==> src/rtl/bus_seq_pkg.sv <==
// Shared opcodes, FSM state encoding and opcode classification for bus_sequencer.
// MUL/DIV classify as wide only when BUS_SEQ_HILO_EN is defined; otherwise they are illegal.
package bus_seq_pkg;

  localparam logic [3:0] OP_ADD = 4'd0;
  localparam logic [3:0] OP_SUB = 4'd1;
  localparam logic [3:0] OP_AND = 4'd2;
  localparam logic [3:0] OP_OR  = 4'd3;
  localparam logic [3:0] OP_SHL = 4'd4;
  localparam logic [3:0] OP_SHR = 4'd5;
  localparam logic [3:0] OP_NOT = 4'd6;
  localparam logic [3:0] OP_NEG = 4'd7;
  localparam logic [3:0] OP_MUL = 4'd8;
  localparam logic [3:0] OP_DIV = 4'd9;

  localparam logic [2:0] ST_IDLE = 3'd0;
  localparam logic [2:0] ST_T_A  = 3'd1;
  localparam logic [2:0] ST_T_B  = 3'd2;
  localparam logic [2:0] ST_T_C  = 3'd3;
  localparam logic [2:0] ST_T_D  = 3'd4;

  typedef enum logic [1:0] {
    CLS_BINARY  = 2'd0,
    CLS_UNARY   = 2'd1,
    CLS_WIDE    = 2'd2,
    CLS_ILLEGAL = 2'd3
  } op_class_t;

  function automatic op_class_t classify_op(input logic [3:0] op);
    op_class_t cls;
    cls = CLS_ILLEGAL;
    case (op)
      OP_ADD, OP_SUB, OP_AND, OP_OR, OP_SHL, OP_SHR: cls = CLS_BINARY;
      OP_NOT, OP_NEG:                                cls = CLS_UNARY;
`ifdef BUS_SEQ_HILO_EN
      OP_MUL, OP_DIV:                                cls = CLS_WIDE;
`endif
      default:                                       cls = CLS_ILLEGAL;
    endcase
    return cls;
  endfunction

endpackage

==> src/rtl/bus_seq_decode.sv <==
// Combinational opcode-to-class decode; any opcode wider than the defined 4-bit space is illegal.
// Honours BUS_SEQ_HILO_EN through bus_seq_pkg::classify_op.
module bus_seq_decode
  import bus_seq_pkg::*;
#(
  parameter int OPW = 4
) (
  input  logic [OPW-1:0] i_opcode,
  output op_class_t      o_op_class
);

  logic [31:0] w_op_ext;

  assign w_op_ext   = 32'(i_opcode);
  assign o_op_class = (w_op_ext > 32'd15) ? CLS_ILLEGAL : classify_op(w_op_ext[3:0]);

endmodule

==> src/rtl/bus_sequencer.sv <==
// T-state micro-step controller for the phase-1 bus: one bus source per cycle plus Y/Z/rc loads.
// BUS_SEQ_HILO_EN adds the T_D high-half writeback for MUL/DIV and drives hi_load.
//
// state   | meaning
// IDLE    | no bus source enabled, ready for a new op
// T_A     | RAout + Yin (source A into Y)
// T_B     | RBout + Zin (source B through ALU into Z)
// T_C     | RZout low half, rc_load; final step unless wide op with HILO
// T_D     | RZout high half, hi_load; final step of a wide op
module bus_sequencer
  import bus_seq_pkg::*;
#(
  parameter int OPW  = 4,
  parameter int REGW = 4
) (
  input  logic            clock,
  input  logic            clear_n,
  input  logic            start,
  input  logic [OPW-1:0]  opcode,
  input  logic [REGW-1:0] ra_idx,
  input  logic [REGW-1:0] rb_idx,
  input  logic [REGW-1:0] rc_idx,
  output logic            ready,
  output logic            busy,
  output logic            done,
  output logic            err,
  output logic            RAout,
  output logic            RBout,
  output logic            RZout,
  output logic            Yin,
  output logic            Zin,
  output logic [OPW-1:0]  alu_op,
  output logic [REGW-1:0] rd_idx,
  output logic            rc_load,
  output logic [REGW-1:0] wr_idx,
  output logic            z_hi_sel,
  output logic            hi_load
);

  op_class_t       w_cls;
  logic            w_accept;

  logic [2:0]      r_state, n_state;
  logic            r_wide, n_wide;
  logic [OPW-1:0]  r_op, n_op;
  logic [REGW-1:0] r_ra, n_ra;
  logic [REGW-1:0] r_rb, n_rb;
  logic [REGW-1:0] r_rc, n_rc;
  logic            n_err_pulse;

  logic            r_ready, r_busy, r_done, r_err;
  logic            r_ra_out, r_rb_out, r_rz_out, r_yin, r_zin;
  logic            r_rc_load, r_z_hi_sel, r_hi_load;
  logic [REGW-1:0] r_rd_idx;

  logic            n_final;
  logic            n_ready, n_busy, n_done;
  logic            n_ra_out, n_rb_out, n_rz_out, n_yin, n_zin;
  logic            n_rc_load, n_z_hi_sel, n_hi_load;
  logic [REGW-1:0] n_rd_idx;

  bus_seq_decode #(.OPW(OPW)) u_decode (
    .i_opcode   (opcode),
    .o_op_class (w_cls)
  );

  assign w_accept = start && r_ready;

  always_comb begin
    n_state     = r_state;
    n_wide      = r_wide;
    n_op        = r_op;
    n_ra        = r_ra;
    n_rb        = r_rb;
    n_rc        = r_rc;
    n_err_pulse = 1'b0;
    if (w_accept) begin
      n_op   = opcode;
      n_ra   = ra_idx;
      n_rb   = rb_idx;
      n_rc   = rc_idx;
      n_wide = (w_cls == CLS_WIDE);
      case (w_cls)
        CLS_BINARY, CLS_WIDE: n_state = ST_T_A;
        CLS_UNARY:            n_state = ST_T_B;
        default: begin
          n_state     = ST_IDLE;
          n_err_pulse = 1'b1;
        end
      endcase
    end else begin
      case (r_state)
        ST_T_A: n_state = ST_T_B;
        ST_T_B: n_state = ST_T_C;
`ifdef BUS_SEQ_HILO_EN
        ST_T_C: n_state = r_wide ? ST_T_D : ST_IDLE;
`else
        ST_T_C: n_state = ST_IDLE;
`endif
        default: n_state = ST_IDLE;
      endcase
    end
  end

  // Outputs are decoded from the next state and registered, so they are glitch-free state decodes.
  always_comb begin
    n_final    = ((n_state == ST_T_C) && !n_wide) || (n_state == ST_T_D);
    n_ready    = (n_state == ST_IDLE) || n_final;
    n_busy     = (n_state != ST_IDLE);
    n_done     = n_final;
    n_ra_out   = (n_state == ST_T_A);
    n_yin      = (n_state == ST_T_A);
    n_rb_out   = (n_state == ST_T_B);
    n_zin      = (n_state == ST_T_B);
    n_rz_out   = (n_state == ST_T_C) || (n_state == ST_T_D);
    n_rc_load  = (n_state == ST_T_C);
    n_z_hi_sel = (n_state == ST_T_D);
    n_hi_load  = (n_state == ST_T_D);
    n_rd_idx   = '0;
    if (n_state == ST_T_A) n_rd_idx = n_ra;
    else if (n_state == ST_T_B) n_rd_idx = n_rb;
  end

  always_ff @(posedge clock or negedge clear_n) begin
    if (!clear_n) begin
      r_state    <= ST_IDLE;
      r_wide     <= 1'b0;
      r_op       <= '0;
      r_ra       <= '0;
      r_rb       <= '0;
      r_rc       <= '0;
      r_ready    <= 1'b1;
      r_busy     <= 1'b0;
      r_done     <= 1'b0;
      r_err      <= 1'b0;
      r_ra_out   <= 1'b0;
      r_rb_out   <= 1'b0;
      r_rz_out   <= 1'b0;
      r_yin      <= 1'b0;
      r_zin      <= 1'b0;
      r_rc_load  <= 1'b0;
      r_z_hi_sel <= 1'b0;
      r_hi_load  <= 1'b0;
      r_rd_idx   <= '0;
    end else begin
      r_state    <= n_state;
      r_wide     <= n_wide;
      r_op       <= n_op;
      r_ra       <= n_ra;
      r_rb       <= n_rb;
      r_rc       <= n_rc;
      r_ready    <= n_ready;
      r_busy     <= n_busy;
      r_done     <= n_done;
      r_err      <= n_err_pulse;
      r_ra_out   <= n_ra_out;
      r_rb_out   <= n_rb_out;
      r_rz_out   <= n_rz_out;
      r_yin      <= n_yin;
      r_zin      <= n_zin;
      r_rc_load  <= n_rc_load;
      r_z_hi_sel <= n_z_hi_sel;
      r_hi_load  <= n_hi_load;
      r_rd_idx   <= n_rd_idx;
    end
  end

  assign ready    = r_ready;
  assign busy     = r_busy;
  assign done     = r_done;
  assign err      = r_err;
  assign RAout    = r_ra_out;
  assign RBout    = r_rb_out;
  assign RZout    = r_rz_out;
  assign Yin      = r_yin;
  assign Zin      = r_zin;
  assign alu_op   = r_op;
  assign rd_idx   = r_rd_idx;
  assign rc_load  = r_rc_load;
  assign wr_idx   = r_rc;
  assign z_hi_sel = r_z_hi_sel;
`ifdef BUS_SEQ_HILO_EN
  assign hi_load  = r_hi_load;
`else
  assign hi_load  = 1'b0;
`endif

endmodule

==> config.mk <==
export PLATFORM = sky130hd
export DESIGN_NAME = bus_sequencer
export DESIGN_NICKNAME = d
export VERILOG_FILES = /design/src/rtl/bus_seq_pkg.sv /design/src/rtl/bus_seq_decode.sv /design/src/rtl/bus_sequencer.sv
export SDC_FILE = /design/constraint.sdc
export NUM_CORES = 1
export LEC_CHECK = 0
export ABC_AREA = 1
export CAP_MARGIN = 5
export CORE_MARGIN = 2
export CORE_UTILIZATION = 47
export DETAILED_ROUTE_END_ITERATION = 10
export GPL_TIMING_DRIVEN = 1
export PLACE_DENSITY = 0.83
export SLEW_MARGIN = 20
export SYNTH_ARGS = -nofsm -noshare
export SYNTH_HDL_FRONTEND = slang
export SYNTH_SLANG_ARGS = --single-unit
==> constraint.sdc <==
create_clock -name clock -period 4.3 [get_ports clock]
set_clock_uncertainty 0.2 [all_clocks]
set_input_delay 1.075 -clock clock [delete_from_list [all_inputs] [get_ports clock]]
set_output_delay 1.075 -clock clock [all_outputs]
set_load 0.05 [all_outputs]
==> flow_summary.ini, run 1 <==
[power]
p_leak_uw = 0.0008507
total_power_density_per_cell_area_nw_per_um2 = 828.7
design_power_total_uw = 1373
vdd.ir_drop.worst_mv = 0.5253

[die]
core-area_um2 = 2477
die_h_um = 55.16
num_rows = 18
die_x_um = 55.16
io_pins = 43
die-area_um2 = 3042
initial_core_util_pct = 49.65

[cts]
numClockSinks = 30
cts-hold-fix-buffers = 0
cts_tree = yes
post_cts_resized = 0
ctsRootBufferMaster = sky130_fd_sc_hd__clkbuf_4
clk-insertion-delay-late_ns = 0.32
cts-htree-levels = 2
clkSlewWorstSetupHoldPaths_ns = 0.08
postCtsSetupBuffers = 0
cts-buffers-inserted = 5
cts-root-to-sink-buffers = 2

[cells_and_area]
post-route-util_pct = 66.87
fill_cells = 201
syn2layout_area_growth_pct = 34.69
antenna_cells_inserted = 0
post_route_cells_drive_above_1_share_pct = 9.412
nets = 189

[timing]
setup_viol_count_final = 0
tightest_slew_ns = 0.5080
hold_violations = 0
grt_setup_unrepaired = no
timing.slew.headroom_pct = 66.03
setup_tns_ns = 0
ratio_of_final_minimum_period_to_clock_period_pct = 68.43
slew_violations = 0
maxClockFrequency_ghz = 0.3398
fin_crit_period_ns = 2.943

[yosys]
synth_cell_types = 18
register_bit_count_reported_by_yosys = 30
synthDominantCellAreaShare_pct = 59.00
post_synth_main_area_contributors = sky130_fd_sc_hd__dfrtp_1 59%, sky130_fd_sc_hd__nand2_1 17%, sky130_fd_sc_hd__nand3_1 3.3%, sky130_fd_sc_hd__buf_4 3.1%, sky130_fd_sc_hd__buf_6 2.7%
synthesis.yosys.warnings = 0
synthesis.area_per_instance_um2 = 9.609
post-synth-top-area-cell = sky130_fd_sc_hd__dfrtp_1
post_synth_inst_count = 128
synth-seq-area-share_pct = 61.14
synth_area_um2 = 1230

[worst_hold_path]
worstHoldPathType = register to register

[setup_path]
cpLargestDelayFamily = buffers and inverters
slowest_delay_ns = 0.80
highest_fanout_seen_on_the_critical_path = 3
critical_path.n_buffers_inverters = 1
critical_path_cell_sequence = clkdlybuf4s50_1
timing.critical_path.required_ns = 3.02
path_class = register to output pin
cp_slowest_cell = sky130_fd_sc_hd__clkdlybuf4s50_1
worst_setup_path_start_kind = register
setup.worst_path.end_class = output pin
timing.critical_path.arrival_ns = 1.67

[routing]
detail_route.drc_violations = 0
detail-route-antenna-nets = 0
avgViaCountPerCell = 4.740
routed_via_count = 948
wl_per_cell_um = 12.18
initial_detailed_routing_violation_count = 19
drt-total-wl_um = 2436
drt-pass1-iter-count = 4

[grt]
grt_overflow_total = 0
first_global_vias = 924
antenna_found_initial = 0
grt_start_max_net_pins = 31
gr-usage-all-layers_pct = 19.08
first_pass_grt_wire_length_um = 3808

[job]
max_cap_viol_count = 0

[status]
status = complete, no violations

[place]
routabilityCongestion = 0.7839
dpl.hpwl_um = 1808
port_buffers = 40
[cell families after synthesis]
group                      share of synthesized area [%]
AOI/OAI and AO/OA                                  3.052
adders and majority gates                          1.017
buffers and inverters                              8.545
DFF                                                61.14
other                                             0.3049
and+or+nand+nor                                    25.94
[cells in the mapped netlist (all sizes together)]
| library cell | count |
|---|---|
| a21oi | 2 |
| buf | 8 |
| conb | 1 |
| dfrtp | 29 |
| dfstp | 1 |
| ha | 1 |
| inv | 9 |
| nand2 | 59 |
| nand3 | 9 |
| nor2 | 8 |
| o21ai | 1 |
[state kept, by name, summed over array words and instances, names as in the netlist, 2 cells and up]
register and cells:
alu_op 4, r_ra 4, r_rb 4, rd_idx 4, wr_idx 4, r_state 2
[worst paths after layout]
kind,end,start,slack (ns),cells after the start
max,ready,ready,1.36,1
min,alu_op[0],alu_op[0],0.28,2
max reg2reg,rd_idx[2],ready,2.47,6
min reg2reg,alu_op[0],alu_op[0],0.28,2
max in group asynchronous,ready,clear_n,2.66,2
min in group asynchronous,wr_idx[1],clear_n,0.92,2
[per-layer routing]
layer	track usage, %	wire length, um
met5	0	0
met4	15.85	95
met1	19.65	977
met3	4.839	93
met2	32.34	1270
[where the power goes]
group / total [uW] / switching (uW) / internal (uW)
Combinational: 766 / 529 / 237
Sequential: 454 / 47.5 / 407
Clock: 152 / 87.4 / 65.0
[layout make-up]
class,count,area (um2),area share (%)
clock buffers,8,48.80,2.946
multi-input cells,82,376.6,22.73
flip-flops and latches,30,752.0,45.39
well taps,30,37.54,2.266
inverters,9,33.78,2.039
repair buffers,41,407.9,24.62
[stage by stage]
step | instances | hold WS (ns) | instance area [um2] | worst slack (ns)
finish | 200 | 0.2843 | 1657 | 1.357
global route | 200 | 0.3135 | 1657 | 1.321
CTS | 200 | 0.2878 | 1657 | 1.347
detailed placement | 192 | 0.2677 | 1608 | 1.428
global placement | 192 | 0.2645 | 1608 | 1.499
floorplan | 129 | 0.2452 | 1234 | 2.139
[cells in the final DEF (no fill, tap or decap), drive strengths merged]
cell type	Yosys	layout
o21ai	1	1
conb	1	2
nor2	8	8
dfstp	1	1
nand3	9	9
a21oi	2	2
clkbuf	0	8
dfrtp	29	29
ha	1	1
buf	8	1
nand2	59	59
clkdlybuf4s50	0	40
inv	9	9
No activity file was read; power rests on OpenSTA's default activity.
==> inputs of run 2 (changes only) <==
--- a/config.mk
+++ b/config.mk
@@ -8,10 +8,10 @@
 export ABC_AREA = 1
 export CAP_MARGIN = 5
 export CORE_MARGIN = 2
-export CORE_UTILIZATION = 47
+export CORE_UTILIZATION = 39
 export DETAILED_ROUTE_END_ITERATION = 10
 export GPL_TIMING_DRIVEN = 1
-export PLACE_DENSITY = 0.83
+export PLACE_DENSITY = 0.74
 export SLEW_MARGIN = 20
 export SYNTH_ARGS = -nofsm -noshare
 export SYNTH_HDL_FRONTEND = slang
==> constraint.sdc (replaced) <==
create_clock -name clock -period 2.55 [get_ports clock]
set_clock_uncertainty 0.2 [all_clocks]
set_input_delay 0.6375 -clock clock [delete_from_list [all_inputs] [get_ports clock]]
set_output_delay 0.6375 -clock clock [all_outputs]
set_load 0.05 [all_outputs]
==> run 2 against run 1 <==
Die area is 19% higher. Setup slack worse by 1.2 ns. Clock power is 98% higher. Register-to-register slack worse by 1.6 ns. Non-clock buffer count is 1 higher. First-iteration DRC count is 21% higher. Core utilization is 11 points lower. Count of clock-buffer cells in the layout is 2 lower. Sequential power is 69% higher. Critical path type unchanged.
==> flow_summary.ini, run 2 (synthesized netlist as in run 1, its figures left out) <==
[status]
status = complete, no violations

[setup_path]
timing.critical_path.required_ns = 1.71
critical_path.n_buffers_inverters = 1
cpLargestDelayFamily = buffers and inverters
timing.critical_path.from = alu_op[0]
timing.critical_path.arrival_ns = 1.51
highest_fanout_seen_on_the_critical_path = 2
path_class = register to output pin
cp_slowest_cell = sky130_fd_sc_hd__clkdlybuf4s50_1
worstReg2RegStart = ready
setup.worst_path.end_class = output pin
worst_setup_path_start_kind = register
slowest_delay_ns = 0.81
critical_path_cell_sequence = clkdlybuf4s50_1

[cts]
postCtsSetupBuffers = 0
post_cts_resized = 0
clkSlewWorstSetupHoldPaths_ns = 0.10
cts-hold-fix-buffers = 0
cts-htree-levels = 2
cts-root-to-sink-buffers = 2
cts-buffers-inserted = 5
ctsRootBufferMaster = sky130_fd_sc_hd__clkbuf_4
cts_tree = yes
clk-insertion-delay-late_ns = 0.34
numClockSinks = 30

[grt]
antenna_found_initial = 0
gr-usage-all-layers_pct = 16.78
grt_start_max_net_pins = 31
first_pass_grt_wire_length_um = 4222
first_global_vias = 976
grt_overflow_total = 0

[cells_and_area]
nets = 190
layout.cells.most_common = sky130_fd_sc_hd__nand2_1
post-route-util_pct = 56.12
stdcell_count = 215
post_route_cells_drive_above_1_share_pct = 11.70
antenna_cells_inserted = 0
syn2layout_area_growth_pct = 38.15
multiInputGateArea_um2 = 376.6
seqCellArea_um2 = 752.0
fill_cells = 274
commonest_non_fill_non_tap_cells_in_the_layout = 56 x sky130_fd_sc_hd__nand2_1, 39 x sky130_fd_sc_hd__clkdlybuf4s50_1, 29 x sky130_fd_sc_hd__dfrtp_1

[die]
io_pins = 43
core-area_um2 = 3028
die-area_um2 = 3619
initial_core_util_pct = 40.62
die_h_um = 60.16
num_rows = 20
die_x_um = 60.16

[routing]
routed_via_count = 941
drt-total-wl_um = 2508
detail_route.drc_violations = 0
detail_route.wirelength.met1_um = 1101
initial_detailed_routing_violation_count = 23
detail-route-antenna-nets = 0
drt-pass1-iter-count = 4
routed-wl-met3_um = 123
wl_per_cell_um = 11.67
avgViaCountPerCell = 4.377
wl_met2_um = 1196
highest-signal-layer = met4

[timing]
setup_viol_count_final = 0
hold_violations = 0
tightest_slew_ns = 0.5075
maxClockFrequency_ghz = 0.4255
grt_setup_unrepaired = no
timing.slew.headroom_pct = 66.06
ratio_of_final_minimum_period_to_clock_period_pct = 92.16
slew_violations = 0
fin_crit_period_ns = 2.350
setup_tns_ns = 0

[worst_hold_path]
holdCritStartpoint = wr_idx[2]
worstHoldPathType = register to register

[place]
port_buffers = 40
place_inst = 207
dpl.hpwl_um = 1847
routabilityCongestion = 0.8031

[power]
total_power_density_per_cell_area_nw_per_um2 = 1392
vdd.ir_drop.worst_mv = 0.3737
p_leak_uw = 0.0008712

[job]
max_cap_viol_count = 0
==> run 2: cell count changes in the layout (fill, tap and decap cells not counted) <==
cell	before	now
sky130_fd_sc_hd__buf_4	1	2
sky130_fd_sc_hd__clkbuf_1	3	0
sky130_fd_sc_hd__clkbuf_8	0	1
sky130_fd_sc_hd__clkdlybuf4s50_1	40	39
sky130_fd_sc_hd__clkinv_2	0	1
sky130_fd_sc_hd__clkinvlp_4	0	1
sky130_fd_sc_hd__dlymetal6s2s_1	0	1
==> run 2: routing by layer <==
metal,vias up,GRT usage (%)
li1,466,-
met1,438,19.56
met2,29,26.24
met3,8,3.896
met4,0,13.33
met5,-,0
==> run 2: area by class of cell <==
cell class              count  share of cell area [%]
clock buffers               6                   3.019
clock inverters             2                  0.7364
inverters                   9                   1.988
multi-input cells          82                   22.16
flip-flops and latches     30                   44.26
well taps                  44                   3.240
repair buffers             42                   24.59
==> run 2: final timing paths <==
path | end | slack, ns | depth (start not counted)
setup / recovery | alu_op[0] | 0.20 | 1
hold / removal | wr_idx[2] | 0.28 | 2
setup reg to reg | rd_idx[1] | 0.87 | 5
hold reg to reg | wr_idx[2] | 0.28 | 2
max in group asynchronous | ready | 1.37 | 2
min in group asynchronous | alu_op[1] | 0.48 | 2
==> run 2: worst register-to-register path, stage by stage (launching register included) <==
cell	delay, ns
sky130_fd_sc_hd__dfstp_2	0.56
sky130_fd_sc_hd__nand2_2	0.18
sky130_fd_sc_hd__buf_4	0.24
sky130_fd_sc_hd__o21ai_4	0.26
sky130_fd_sc_hd__nand3_1	0.12
sky130_fd_sc_hd__nand2_1	0.07
==> run 2: report_power, final <==
group / internal [uW] / total (uW) / switching (uW)
clock network: 132 / 301 / 169
registers: 686 / 768 / 82.2
logic: 406 / 1300 / 891
==> run 2: stage by stage <==
step           total power, uW  instance area [um2]  setup WS (ns)  hold slack [ns]
2_1_floorplan             1704                 1234         0.8262           0.1419
3_3_place_gp              2056                 1633         0.3232           0.2685
3_5_place_dp              2091                 1633         0.2657           0.2692
4_1_cts                   2394                 1697       0.001095           0.2879
5_1_grt                   2519                 1699         0.1560           0.3095
6_report                  2366                 1699         0.2000           0.2836
==> inputs of run 3 (changes only) <==
--- a/config.mk
+++ b/config.mk
@@ -8,10 +8,11 @@
 export ABC_AREA = 1
 export CAP_MARGIN = 5
 export CORE_MARGIN = 2
-export CORE_UTILIZATION = 39
+export CORE_UTILIZATION = 41
+export CTS_BUF_LIST = sky130_fd_sc_hd__clkbuf_4
 export DETAILED_ROUTE_END_ITERATION = 10
 export GPL_TIMING_DRIVEN = 1
-export PLACE_DENSITY = 0.74
+export PLACE_DENSITY = 0.77
 export SLEW_MARGIN = 20
 export SYNTH_ARGS = -nofsm -noshare
 export SYNTH_HDL_FRONTEND = slang
==> run 3 against run 2 <==
The run now ends with design-rule violations left. Sequential share of layout area rose by 0.83 points. Sequential power barely moved. Non-clock buffer count did not move. Flip-flop and latch count did not move. Count of clock-buffer cells in the layout fell by 1. Power fell by 1.9%. Core utilization rose by 3.3 points. Setup slack got worse by 0.010 ns. Final area fell by 1.8%. Highest routed layer unchanged.
==> flow_summary.ini, run 3 (synthesized netlist as in run 1, its figures left out) <==
[status]
status = finished, violations left
failed_checks = design-rule violations

[cells_and_area]
antenna_cells_inserted = 0
nets = 190
commonest_non_fill_non_tap_cells_in_the_layout = 56 x sky130_fd_sc_hd__nand2_1, 39 x sky130_fd_sc_hd__clkdlybuf4s50_1, 29 x sky130_fd_sc_hd__dfrtp_1
syn2layout_area_growth_pct = 35.61
fill_cells = 260
multiInputGateArea_um2 = 376.6
seqCellArea_um2 = 752.0
layout.cells.most_common = sky130_fd_sc_hd__nand2_1
post_route_cells_drive_above_1_share_pct = 9.942

[grt]
gr-usage-all-layers_pct = 16.69
antenna_found_initial = 0
grt_overflow_total = 0
first_pass_grt_wire_length_um = 4181
first_global_vias = 973
grt_start_max_net_pins = 31

[timing]
setup_viol_count_final = 0
timing.slew.headroom_pct = 65.27
ratio_of_final_minimum_period_to_clock_period_pct = 92.56
maxClockFrequency_ghz = 0.4237
hold_slack_ns = 0.2860
slew_violations = 0
fin_crit_period_ns = 2.360
setup_tns_ns = 0
hold_violations = 0
tightest_slew_ns = 0.5194
grt_setup_unrepaired = no

[routing]
detail-route-antenna-nets = 0
drt-pass1-iter-count = 7
avgViaCountPerCell = 4.639
drt-total-wl_um = 2471
wl_per_cell_um = 12.23
detail_route.drc_violations = 3
initial_detailed_routing_violation_count = 31
routed_via_count = 937

[cts]
cts-hold-fix-buffers = 0
cts-buffers-inserted = 5
ctsRootBufferMaster = sky130_fd_sc_hd__clkbuf_4
cts-htree-levels = 2
postCtsSetupBuffers = 0
clkSlewWorstSetupHoldPaths_ns = 0.09
post_cts_resized = 0
numClockSinks = 30
cts-root-to-sink-buffers = 2
cts_tree = yes
clk-insertion-delay-late_ns = 0.32

[job]
max_cap_viol_count = 0

[power]
switching_share_pct = 48.75
p_leak_uw = 0.0008647
total_power_density_per_cell_area_nw_per_um2 = 1391
design_power_total_uw = 2320
switching_power_uw = 1131
vdd.ir_drop.worst_mv = 0.5935
power.combinational.fraction_pct = 56.2
power.clock.fraction_pct = 10.6
power.sequential.fraction_pct = 33.1
power_report.internal_total_uw = 1189

[setup_path]
setup.worst_path.end_class = output pin
path_class = register to output pin
cpLargestDelayFamily = buffers and inverters
cp_slowest_cell = sky130_fd_sc_hd__clkdlybuf4s50_1
critical_path.n_buffers_inverters = 1
timing.critical_path.arrival_ns = 1.52
highest_fanout_seen_on_the_critical_path = 2
worst_setup_path_start_kind = register
slowest_delay_ns = 0.83
timing.critical_path.required_ns = 1.71
critical_path_cell_sequence = clkdlybuf4s50_1

[die]
io_pins = 43
die-area_um2 = 3454
core-area_um2 = 2805
die_x_um = 58.77
die_h_um = 58.77
initial_core_util_pct = 43.84
num_rows = 19

[place]
routabilityCongestion = 0.7560
port_buffers = 40
dpl.hpwl_um = 1838

[worst_hold_path]
worstHoldPathType = register to register
==> run 3: path summary, 6_finish.rpt <==
check	from	to	slack, ns	cells after the start
worst max register to register	ready	rd_idx[2]	0.81	6
worst min register to register	r_rb[3]	r_rb[3]	0.29	2
worst max-delay path	alu_op[1]	alu_op[1]	0.19	1
worst min-delay path	r_rb[3]	r_rb[3]	0.29	2
max in group asynchronous	clear_n	ready	1.36	2
min in group asynchronous	clear_n	alu_op[1]	0.49	2
==> run 3: power groups by stage <==
stage               combinational [uW]  clock [uW]  sequential, uW
finish                            1300         247             769
detailed placement                1310           0             782
floorplan                          500           0            1200
CTS                               1320         256             773
global placement                  1290           0             770
global route                      1390         279             793
==> run 3: final cells by class <==
type | count | area share, %
clock buffer | 5 | 2.251
inverter | 9 | 2.026
clock inverter | 3 | 0.6752
sequential | 30 | 45.09
multi-input combinational | 82 | 22.58
tap | 31 | 2.326
timing repair buffer | 42 | 25.06
==> run 3: tightest hold or removal path: cells and delay by family (launching register included) <==
kind	cells	cell delay (ns)
DFF	1	0.33
and+or+nand+nor	2	0.13
==> run 3: per-layer routing <==
| metal | part of all wire (%) | vias to the layer above | track usage, % |
|---|---|---|---|
| met3 | 6.8 | 5 | 6.154 |
| met4 | 2.1 | 0 | 8.442 |
| met2 | 51 | 31 | 28.41 |
| met1 | 40 | 434 | 18.13 |
| met5 | 0 | - | 0 |
| li1 | - | 467 | - |
==> run 3: metrics by stage <==
stage / worst slack [ns] / util [%] / instance area [um2] / std cells
global route: 0.1406 / 59.46 / 1668 / 202
CTS: 0.009697 / 59.37 / 1665 / 202
floorplan: 0.8262 / - / 1234 / 129
finish: 0.1897 / 59.46 / 1668 / 202
detailed placement: 0.2122 / 57.63 / 1617 / 194
global placement: 0.2403 / 57.63 / 1617 / 194
